**config.mk**
```make
export PLATFORM = sky130hd
export DESIGN_NAME = pipeline_latealu
export DESIGN_NICKNAME = d
export VERILOG_FILES = /design/src/rtl/pipeline_latealu_pkg.sv /design/src/rtl/pipeline_latealu_muldiv_iter.sv /design/src/rtl/pipeline_latealu.sv
export SDC_FILE = /design/constraint.sdc
export NUM_CORES = 1
export LEC_CHECK = 0
export BUFFER_PORTS_ARGS = -buffer_cell sky130_fd_sc_hd__buf_4
export CELL_PAD_IN_SITES_DETAIL_PLACEMENT = 0
export CELL_PAD_IN_SITES_GLOBAL_PLACEMENT = 2
export CORE_MARGIN = 2
export CORE_UTILIZATION = 38
export CTS_CLUSTER_SIZE = 30
export DETAILED_ROUTE_END_ITERATION = 10
export HOLD_SLACK_MARGIN = 0.12
export PLACE_DENSITY_LB_ADDON = 0.1
export SLEW_MARGIN = 20
export SYNTH_ARGS = -nofsm -noshare
export SYNTH_HDL_FRONTEND = slang
export SYNTH_SLANG_ARGS = --single-unit
```
**constraint.sdc**
```tcl
create_clock -name clk -period 9.4 [get_ports clk]
set_input_delay 0.94 -clock clk [delete_from_list [all_inputs] [get_ports clk]]
set_output_delay 0.94 -clock clk [all_outputs]
set_load 0.01 [all_outputs]
```
**src/rtl/pipeline_latealu_pkg.sv**
```systemverilog
// Shared op codes, FSM states and helpers for the late-stage ALU.
package pipeline_latealu_pkg;

    localparam int unsigned DATA_W    = 32;
    localparam int unsigned OP_W      = 6;
    localparam int unsigned REG_IDX_W = 5;
    localparam int unsigned CNT_W     = 6;
    localparam int unsigned DIV_STEPS = 32;

    localparam logic [OP_W-1:0] OP_SRL   = 6'h02;
    localparam logic [OP_W-1:0] OP_SRA   = 6'h03;
    localparam logic [OP_W-1:0] OP_MULT  = 6'h04;
    localparam logic [OP_W-1:0] OP_MTHI  = 6'h05;
    localparam logic [OP_W-1:0] OP_MTLO  = 6'h06;
    localparam logic [OP_W-1:0] OP_MULTU = 6'h07;
    localparam logic [OP_W-1:0] OP_DIV   = 6'h08;
    localparam logic [OP_W-1:0] OP_DIVU  = 6'h09;

    typedef enum logic [1:0] {
        ST_IDLE = 2'd0,
        ST_MUL  = 2'd1,
        ST_DIV  = 2'd2,
        ST_FIX  = 2'd3
    } state_t;

    // Registered shifter result as presented to the writeback path.
    typedef struct packed {
        logic                 valid;
        logic [REG_IDX_W-1:0] rd;
        logic [DATA_W-1:0]    value;
    } shift_res_t;

    // Ops that read or write HI/LO and therefore interlock against busy.
    function automatic logic is_hilo_op(input logic [OP_W-1:0] op);
        return (op >= OP_MULT) && (op <= OP_DIVU);
    endfunction

    function automatic logic is_known_op(input logic [OP_W-1:0] op);
        return (op >= OP_SRL) && (op <= OP_DIVU);
    endfunction

    // Two's-complement magnitude; -2^31 maps onto itself, read as unsigned.
    function automatic logic [DATA_W-1:0] abs_val(input logic [DATA_W-1:0] v);
        return v[DATA_W-1] ? DATA_W'(-v) : v;
    endfunction

endpackage

```
**src/rtl/pipeline_latealu_muldiv_iter.sv**
```systemverilog
// Iterative unsigned multiply (shift-add) / divide (restoring) datapath.
// {acc[63:32], acc[31:0]} holds {HI, LO} for multiply and {remainder, quotient} for divide.
module pipeline_latealu_muldiv_iter
    import pipeline_latealu_pkg::*;
#(
    parameter int unsigned BITS = 1
) (
    input  logic                  clk,
    input  logic                  rst,
    input  logic                  start,
    input  logic                  is_div,
    input  logic                  run,
    input  logic [DATA_W-1:0]     op_a,
    input  logic [DATA_W-1:0]     op_b,
    output logic                  last_c,
    output logic [2*DATA_W-1:0]   acc
);

    localparam int unsigned MUL_STEPS = DATA_W / BITS;
    localparam int unsigned SUM_W     = DATA_W + BITS;

    logic [2*DATA_W-1:0]  acc_q;
    logic [DATA_W-1:0]    opnd_q;
    logic                 div_q;
    logic [CNT_W-1:0]     cnt_q;

    logic [BITS-1:0]          mul_digit;
    logic [SUM_W-1:0]         mul_partial;
    logic [SUM_W-1:0]         mul_sum;
    logic [2*DATA_W+BITS-1:0] mul_wide;
    logic [2*DATA_W-1:0]      mul_next;
    logic [DATA_W:0]          rem_shift;
    logic [DATA_W+1:0]        rem_diff;
    logic [2*DATA_W-1:0]      div_next;

    // One multiply step: add multiplicand * low digit into the upper half, then shift right.
    always_comb begin
        mul_digit   = acc_q[BITS-1:0];
        mul_partial = SUM_W'(opnd_q) * SUM_W'(mul_digit);
        mul_sum     = SUM_W'(acc_q[2*DATA_W-1:DATA_W]) + mul_partial;
        mul_wide    = {mul_sum, acc_q[DATA_W-1:0]};
        mul_next    = (2*DATA_W)'(mul_wide >> BITS);
    end

    // One restoring-divide step: shift in the next dividend bit, subtract if it fits.
    always_comb begin
        rem_shift = {acc_q[2*DATA_W-1:DATA_W], acc_q[DATA_W-1]};
        rem_diff  = {1'b0, rem_shift} - {2'b00, opnd_q};
        if (!rem_diff[DATA_W+1]) begin
            div_next = {rem_diff[DATA_W-1:0], acc_q[DATA_W-2:0], 1'b1};
        end else begin
            div_next = {rem_shift[DATA_W-1:0], acc_q[DATA_W-2:0], 1'b0};
        end
    end

    assign last_c = run & (cnt_q == (div_q ? CNT_W'(DIV_STEPS - 1) : CNT_W'(MUL_STEPS - 1)));
    assign acc    = acc_q;

    // Operand load on start, one step per cycle while the FSM keeps run high.
    always_ff @(posedge clk) begin
        if (rst) begin
            acc_q  <= '0;
            opnd_q <= '0;
            div_q  <= 1'b0;
            cnt_q  <= '0;
        end else if (start) begin
            acc_q  <= {{DATA_W{1'b0}}, (is_div ? op_a : op_b)};
            opnd_q <= is_div ? op_b : op_a;
            div_q  <= is_div;
            cnt_q  <= '0;
        end else if (run) begin
            acc_q  <= div_q ? div_next : mul_next;
            cnt_q  <= cnt_q + CNT_W'(1);
        end
    end

endmodule

```
**src/rtl/pipeline_latealu.sv**
```systemverilog
// Late-stage ALU: shifts, HI/LO moves, iterative mult/div, HI/LO interlock.
module pipeline_latealu
    import pipeline_latealu_pkg::*;
#(
    parameter int unsigned MUL_BITS_PER_CYCLE = 1
) (
    input  logic                  clk,
    input  logic                  rst,
    input  logic                  latealu_enable,
    input  logic [OP_W-1:0]       latealu_op,
    input  logic [DATA_W-1:0]     latealu_a0,
    input  logic [DATA_W-1:0]     latealu_a1,
    input  logic [REG_IDX_W-1:0]  rd_index_in,
    input  logic                  hilo_read_req,
    output logic                  stall,
    output logic                  busy,
    output logic [DATA_W-1:0]     latealu_mult_hi,
    output logic [DATA_W-1:0]     latealu_mult_lo,
    output logic                  shift_valid,
    output logic [REG_IDX_W-1:0]  shift_rd_index,
    output logic [DATA_W-1:0]     shift_value,
    output logic                  div_by_zero,
    output logic                  bad_op
);

    state_t               state_q, state_d;
    logic                 busy_q;
    logic [DATA_W-1:0]    hi_q, hi_d;
    logic [DATA_W-1:0]    lo_q, lo_d;
    logic                 neg_quo_q;
    logic                 neg_rem_q;
    logic                 fix_div_q;
    logic                 dbz_q;
    logic                 bad_op_q;
    shift_res_t           shift_q, shift_d;

    logic                 accept;
    logic                 op_shift, op_mult, op_div, op_signed, div_zero;
    logic                 start;
    logic                 run;
    logic                 iter_last_c;
    logic [2*DATA_W-1:0]  iter_acc;
    logic [DATA_W-1:0]    iter_a, iter_b;
    logic [2*DATA_W-1:0]  prod_fix;
    logic [DATA_W-1:0]    quo_fix, rem_fix;

    // Interlock: hold the ALU stage on any HI/LO access while an iterative op is in flight.
    assign stall  = busy_q & (hilo_read_req | (latealu_enable & is_hilo_op(latealu_op)));
    assign accept = latealu_enable & ~stall;

    // Op decode.
    always_comb begin
        op_shift  = (latealu_op == OP_SRL)  | (latealu_op == OP_SRA);
        op_mult   = (latealu_op == OP_MULT) | (latealu_op == OP_MULTU);
        op_div    = (latealu_op == OP_DIV)  | (latealu_op == OP_DIVU);
        op_signed = (latealu_op == OP_MULT) | (latealu_op == OP_DIV);
        div_zero  = op_div & (latealu_a1 == '0);
    end

    // Signed ops iterate on magnitudes; signs are restored in FIX.
    assign iter_a = op_signed ? abs_val(latealu_a0) : latealu_a0;
    assign iter_b = op_signed ? abs_val(latealu_a1) : latealu_a1;
    assign run    = (state_q == ST_MUL) | (state_q == ST_DIV);

    pipeline_latealu_muldiv_iter #(
        .BITS (MUL_BITS_PER_CYCLE)
    ) u_iter (
        .clk    (clk),
        .rst    (rst),
        .start  (start),
        .is_div (op_div),
        .run    (run),
        .op_a   (iter_a),
        .op_b   (iter_b),
        .last_c (iter_last_c),
        .acc    (iter_acc)
    );

    // Sign fixup of the unsigned iteration result.
    always_comb begin
        prod_fix = neg_quo_q ? (2*DATA_W)'(-iter_acc) : iter_acc;
        quo_fix  = neg_quo_q ? DATA_W'(-iter_acc[DATA_W-1:0]) : iter_acc[DATA_W-1:0];
        rem_fix  = neg_rem_q ? DATA_W'(-iter_acc[2*DATA_W-1:DATA_W]) : iter_acc[2*DATA_W-1:DATA_W];
    end

    // Next-state and HI/LO write selection.
    always_comb begin
        state_d = state_q;
        start   = 1'b0;
        hi_d    = hi_q;
        lo_d    = lo_q;
        case (state_q)
            ST_IDLE: begin
                if (accept) begin
                    if (latealu_op == OP_MTHI) begin
                        hi_d = latealu_a0;
                    end else if (latealu_op == OP_MTLO) begin
                        lo_d = latealu_a0;
                    end else if (op_mult) begin
                        start   = 1'b1;
                        state_d = ST_MUL;
                    end else if (div_zero) begin
                        hi_d = latealu_a0;
                        lo_d = '1;
                    end else if (op_div) begin
                        start   = 1'b1;
                        state_d = ST_DIV;
                    end
                end
            end
            ST_MUL, ST_DIV: begin
                if (iter_last_c) begin
                    state_d = ST_FIX;
                end
            end
            ST_FIX: begin
                if (fix_div_q) begin
                    hi_d = rem_fix;
                    lo_d = quo_fix;
                end else begin
                    hi_d = prod_fix[2*DATA_W-1:DATA_W];
                    lo_d = prod_fix[DATA_W-1:0];
                end
                state_d = ST_IDLE;
            end
            default: state_d = ST_IDLE;
        endcase
    end

    // FSM state, busy, HI/LO and latched result signs.
    always_ff @(posedge clk) begin
        if (rst) begin
            state_q   <= ST_IDLE;
            busy_q    <= 1'b0;
            hi_q      <= '0;
            lo_q      <= '0;
            neg_quo_q <= 1'b0;
            neg_rem_q <= 1'b0;
            fix_div_q <= 1'b0;
        end else begin
            state_q <= state_d;
            busy_q  <= (state_d != ST_IDLE);
            hi_q    <= hi_d;
            lo_q    <= lo_d;
            if (start) begin
                neg_quo_q <= op_signed & (latealu_a0[DATA_W-1] ^ latealu_a1[DATA_W-1]);
                neg_rem_q <= op_signed & latealu_a0[DATA_W-1];
                fix_div_q <= op_div;
            end
        end
    end

    // Shifter result for this cycle's accepted shift, if any.
    always_comb begin
        shift_d       = shift_q;
        shift_d.valid = 1'b0;
        if (accept && op_shift) begin
            shift_d.valid = 1'b1;
            shift_d.rd    = rd_index_in;
            if (latealu_op == OP_SRA) begin
                shift_d.value = DATA_W'($signed(latealu_a0) >>> latealu_a1[4:0]);
            end else begin
                shift_d.value = latealu_a0 >> latealu_a1[4:0];
            end
        end
    end

    // Registered shift result and one-cycle status pulses.
    always_ff @(posedge clk) begin
        if (rst) begin
            shift_q  <= '0;
            dbz_q    <= 1'b0;
            bad_op_q <= 1'b0;
        end else begin
            shift_q  <= shift_d;
            dbz_q    <= accept & div_zero & (state_q == ST_IDLE);
            bad_op_q <= accept & ~is_known_op(latealu_op);
        end
    end

    assign busy            = busy_q;
    assign latealu_mult_hi = hi_q;
    assign latealu_mult_lo = lo_q;
    assign shift_valid     = shift_q.valid;
    assign shift_rd_index  = shift_q.rd;
    assign shift_value     = shift_q.value;
    assign div_by_zero     = dbz_q;
    assign bad_op          = bad_op_q;

endmodule

```
Yosys cells after proc, flatten, opt, wreduce, memory -nomap -nowiden
Index checks and enable logic that the tools add are counted.
Storage, ports and cells
  latch bits: 0
  output and inout port bits: 106
  logic and storage cells: 124
  register bits: 212
  memory bits (writable): 0
  memories kept: 0
  ROM bits: 0
  input port bits: 79
Cells by class
  div/mod/pow operators: 0
  $lt $le $gt $ge: 3
  reduce and logical (&&, ||, !) cells: 12
  equality and inequality tests: 19
  multiplexer cells: 44
  $add $sub $neg: 8
  shifts and indexed selects: 2
  multiply operators: 1
  bitwise operators: 19
Operator list (count)
  2-to-1 mux 32 bit: 23
  2-to-1 mux 64 bit: 3
  negator 32 bit: 4
  one-hot mux 32 bit (2 select lines): 2
  negator 64 bit: 1
  2-to-1 mux 38 bit: 1
  subtractor 33 x 32 -> 34 bit: 1
  adder 32 x 33 -> 33 bit: 1
  multiplier 32 x 1 -> 33 bit: 1
  zero test 32 bit: 1
  >> shifter 32 x 5 -> 32 bit: 1
  >>> shifter 32 x 5 -> 32 bit: 1
  == test 6 x 3 -> 1 bit (second input constant): 4
  inequality test 3 bit (second input constant): 5
  2-to-1 mux 2 bit: 7
  == test 6 x 2 -> 1 bit (second input constant): 2
  == test 6 x 4 -> 1 bit (second input constant): 2
  bitwise AND 1 bit: 10
  AND reduction 5 bit: 2
  2-to-1 mux 1 bit: 7
  adder 6 x 1 -> 6 bit (second input constant): 1
  == test 6 x 5 -> 1 bit (second input constant): 1
  greater-or-equal comparator 6 x 2 -> 1 bit (second input constant): 1
  greater-or-equal comparator 6 x 3 -> 1 bit (second input constant): 1
  other kinds (12): 25

Longest topological paths before layout
  depth after elaboration: 10
  gate-level depth with buffers: 16

By module
A second synthesis with hierarchy kept.
Unflattened totals
  cell total of the unflattened synthesis: 2446
  area total of the unflattened synthesis: 18803.0 µm²
By module, submodules not included
  pipeline_latealu: instances 1, area an instance 9546.7 µm², sequential area each 2202.1 µm², cells an instance 1281
  pipeline_latealu_muldiv_iter: instances 1, area an instance 9256.4 µm², sequential area each 2062.0 µm², cells an instance 1165

Least setup slack after synthesis
OpenSTA, ideal clock, no wires.
  path type: input port to flip-flop
  start point: input latealu_a1[0]
  end point: register hi_q[10], in the netlist latealu_mult_hi[10]
  setup slack: 5307 ps
  setup time: 65 ps
  arrival: 4028 ps
  stages: 16
  cells stage by stage: clkbuf_1 -> clkbuf_1 -> clkbuf_1 -> inv_1 -> ha_1 -> or4b_1 -> nor4_1 -> nand4_1 -> or2_1 -> o31a_1 -> o21a_1 -> buf_2 -> buf_2 -> a211oi_1 -> a21oi_1 -> nor2_1
On the way
  longest elaborated chain between the ends: 4
Ends and longest elaborated chain
  from (decl): RTL line pipeline_latealu.sv:12  | input logic [DATA_W-1:0] latealu_a1,
  zero test 32 bit: RTL line pipeline_latealu.sv:57  | div_zero = op_div & (latealu_a1 == '0);
  bitwise AND 1 bit: RTL line pipeline_latealu.sv:57
  inequality test 3 bit (no source line)
  AND reduction 5 bit (no source line)
  to (signal assigned): RTL line pipeline_latealu.sv:143  | hi_q <= hi_d;
  to (decl): RTL line pipeline_latealu.sv:28  | logic [DATA_W-1:0] hi_q, hi_d;
Every way passes these cells.
A chain may end at the register's enable or synchronous reset.

Final worst setup path
  start point: input latealu_a1[1]
  end point: register u_iter.acc_q[63], in the netlist u_iter.acc[63]
On the way
  longest elaborated chain between the ends: 9
Ends and longest elaborated chain
  zero test 32 bit: RTL line pipeline_latealu.sv:57
  bitwise AND 1 bit: RTL line pipeline_latealu.sv:57
  2-to-1 mux 1 bit: RTL line pipeline_latealu.sv:102  | end else if (div_zero) begin
  2-to-1 mux 1 bit: RTL line pipeline_latealu.sv:99  | end else if (op_mult) begin
  2-to-1 mux 1 bit: RTL line pipeline_latealu.sv:97  | end else if (latealu_op == OP_MTLO) begin
  2-to-1 mux 1 bit: RTL line pipeline_latealu.sv:95  | if (latealu_op == OP_MTHI) begin
  2-to-1 mux 1 bit: RTL line pipeline_latealu.sv:94  | if (accept) begin
  2-to-1 mux 1 bit: RTL line pipeline_latealu.sv:92  | case (state_q)
  OR reduction 2 bit (no source line)
  to (signal assigned): RTL line pipeline_latealu_muldiv_iter.sv:67  | acc_q <= {{DATA_W{1'b0}}, (is_div ? op_a : op_b)};
  to (signal assigned): RTL line pipeline_latealu_muldiv_iter.sv:72  | acc_q <= div_q ? div_next : mul_next;
  to (decl): RTL line pipeline_latealu_muldiv_iter.sv:22  | logic [2*DATA_W-1:0] acc_q;
Every way passes these cells.

==> metrics.cfg <==
[drt]
vias_per_cell=6.01
final_antenna_net_count=0
detail_route.drc_violations=0
detailedRoute.firstPassIterationCount=5
drt-wirelength-per-cell_um=24.0
wl_mm=76.2
dr_total_vias=19100
drt_initial_violations=1712

[final_layout]
layout.cells.most_common_list=sky130_fd_sc_hd__nand2_1, sky130_fd_sc_hd__nor2_1, sky130_fd_sc_hd__a21oi_1
filler_cell_count=4994
multi_input_comb_area_sq_um=12800
final-seq-area_sq_um=4250
layout.cells.most_common=sky130_fd_sc_hd__nand2_1
n_antenna_cell=0
syn2layout_area_growth_pct=13.4
post_route_cells_drive_above_1_share=0.130
num-nets-final=2699

[global_route]
via_count_of_the_first_global_routing_pass=17500
globalRouteMet2Util=0.470
global_route_usage_over_all_layers=0.294
use_met1=0.405
number_of_antenna_violations_at_the_first_check_in_global_routing=0
maximum_number_of_pins_on_one_net_before_global_route_repair=89
top_usage_layer=met2
globalRoute.totalOverflow=0
grt_first_pass_wirelength_mm=112
globalRouteMet3Util=0.0320

[cts]
cts-root-to-sink-buffers=3
clkTransAtPathRegs_ps=60
cts.repair.resized=0
tritoncts.num_buffers=26
library_cell_used_as_clock_root_buffer=sky130_fd_sc_hd__clkbuf_16
h-tree-depth=1
clkLatencyLatePin_ps=550
cts_setup_buffers=0
tritoncts=yes
sink_count_of_the_clock_tree=212
post_cts_hold_buffer_count=0

[worst_setup_path]
cp_slowest_cell=sky130_fd_sc_hd__nand2b_1
delay_of_the_slowest_critical_path_stage_ps=550
worst_setup_path_start_kind=input port
critical_path_required_ps=9870
critPathKind=input port to register
critical_path.top_delay_family=simple AND/OR/NAND/NOR gates
path_depth=14
cp_cell_sequence=buf_4, clkinv_1, ha_1, or4b_1, nor4_1, nand4_1, nand2_1, a21o_1, buf_4, nand2b_1, buf_4, a211oi_1, nand4_1, o21ai_0
cp_num_buf_inv=4
timing.critical_path.fanout_max=49
worstSetupEndpointType=register
reg2reg_depth=10
crit_top_cell=sky130_fd_sc_hd__buf_4
cp.arrival_ps=5420

[die]
initial_utilization=0.383
die_area_sq_um=49600
chipHeight_um=223
core.rowCount=80
core_area_sq_um=47400
die_width_um=223
boundaryPins=185

[status]
status=finished, final reports clean

[sta]
finalHoldViolCount=0
relSlewSlack=0.283
timing_worst_slew_pin_value_ps=1070
fin_tns_setup_ps=0
finClkSkew_ps=13.8
fin_worst_hold_slack_ps=451
max_clock_freq_ghz=0.202
finalSetupViolations=0
final_min_period_over_clock_period=0.527
maxSlewViolCount=0
layout_min_cycle_time_ps=4950
setup_repair_after_global_routing_missed_its_margin=no

[hold_path]
timing.hold.worst_path_depth=2
timing.hold.worst.class=register to register

[placed_design]
post-dp-hpwl_mm=59.0
gp_congestion=0.906
portBuffers=184

[pwr]
power_density_nw_per_um2=128
max-vdd-ir-drop_mv=0.112
leakage_nw=7.68

[synth]
synth.lib_cells_used.distinct=88
syn_inst=2516
postSynthRegisterBits=212
asyncSetResetFlopFracSynth=0
syn_area_per_cell_sq_um=7.22
synth_edf_count=0
synth-main-ff-cell=sky130_fd_sc_hd__dfxtp_1
synth-seq-area-share=0.234
syn_nets=2669
yosysWarnings=0
post_synth_instance_area_sq_um=18200

[job]
maxCapViolations=0

synthesized netlist by cell type (all sizes together), types with 11 or more instances:
cell / n / share of area
nand2: 338 / 0.070
nor2: 288 / 0.060
a21oi: 239 / 0.066
dfxtp: 212 / 0.23
o21ai: 173 / 0.048
clkbuf: 168 / 0.035
xor2: 91 / 0.044
o211ai: 89 / 0.037
xnor2: 86 / 0.041
a211oi: 82 / 0.034
ha: 72 / 0.050
mux2i: 69 / 0.038
inv: 64 / 0.013
nor3: 63 / 0.017
buf: 40 / 0.013
nand3: 34 / 0.0094
a31oi: 31 / 0.011
o31ai: 31 / 0.013
mux4: 24 / 0.030
a311oi: 22 / 0.011
nor2b: 19 / 0.0065
o22ai: 19 / 0.0065
or3: 19 / 0.0065
or4: 19 / 0.0087
nor4: 18 / 0.0077
a21o: 17 / 0.0070
and3: 17 / 0.0059
nand4: 16 / 0.0055
o21a: 15 / 0.0062
nand2b: 14 / 0.0048
and2: 13 / 0.0045
o41ai: 13 / 0.0067
or2: 11 / 0.0038
worst reg2reg max path, stage by stage (launching register included):
cell and delay, ps:
sky130_fd_sc_hd__dfxtp_1 710, sky130_fd_sc_hd__ha_1 410, sky130_fd_sc_hd__a21oi_1 210, sky130_fd_sc_hd__o21ai_0 190, sky130_fd_sc_hd__a311oi_1 400, sky130_fd_sc_hd__o21bai_1 210
sky130_fd_sc_hd__o21ai_1 570, sky130_fd_sc_hd__nand2_2 710, sky130_fd_sc_hd__o21ai_0 460, sky130_fd_sc_hd__a21oi_1 70, sky130_fd_sc_hd__o32ai_1 330
per-layer routing:
| metal | vias to the layer above | part of all wire |
|---|---|---|
| li1 | 9126 | - |
| met4 | 0 | 0.042 |
| met1 | 9197 | 0.45 |
| met2 | 637 | 0.45 |
| met5 | - | 0 |
| met3 | 125 | 0.057 |
state kept, by name (all words and copies together), names as in the netlist:
name             flops
neg_quo_q            1
bad_op               1
div_by_zero          1
shift_value         32
latealu_mult_hi     32
u_iter.cnt_q         6
u_iter.div_q         1
shift_rd_index       5
shift_valid          1
busy                 1
u_iter.opnd_q       32
neg_rem_q            1
u_iter.acc          64
latealu_mult_lo     32
state_q              2
where the power goes:
group | total (W) | switching [W] | internal, W
logic | 0.000638 | 0.000419 | 0.000219
clock network | 0.00107 | 0.000424 | 0.000643
registers | 0.000942 | 0.0000285 | 0.000913
metrics by stage:
stage	cells	area, sq um	power [W]	util	worst slack, ps
global route	3178	20600	0.00275	0.434	4160
global placement	3132	19700	0.00159	0.415	4160
floorplan	2516	18200	0.00137	-	5310
CTS	3178	20600	0.00266	0.434	4520
finish	3178	20600	0.00265	0.434	4450
detailed placement	3133	19700	0.00159	0.415	3950
cells by family (layout without fill, tap and decap cells):
group,after synthesis,in the layout,share of synthesized area
XOR/XNOR,177,177,0.0853
AO/OA/AOI/OAI,792,792,0.276
buffers and inverters,276,323,0.0626
multiplexers,103,103,0.0744
adder cells (fa/ha/maj),74,74,0.0518
AND/OR/NAND/NOR,882,882,0.217
flip-flops,212,212,0.234
layout make-up:
class	instances	share of cell area
tap	615	0.0374
sequential	212	0.206
clock buffer	36	0.0369
clock inverter	9	0.00638
timing repair buffer	212	0.0776
inverter	66	0.0120
multi-input combinational	2028	0.623
worst paths after layout:
path,from,endpoint,slack [ps]
hold / removal,shift_rd_index[2],shift_rd_index[2],450
hold reg to reg,shift_rd_index[2],shift_rd_index[2],450
setup reg to reg,u_iter.acc[51],u_iter.acc[55],5040
setup / recovery,latealu_a1[1],u_iter.acc[63],4450
Note: power is estimated with default switching activity, not from simulation.
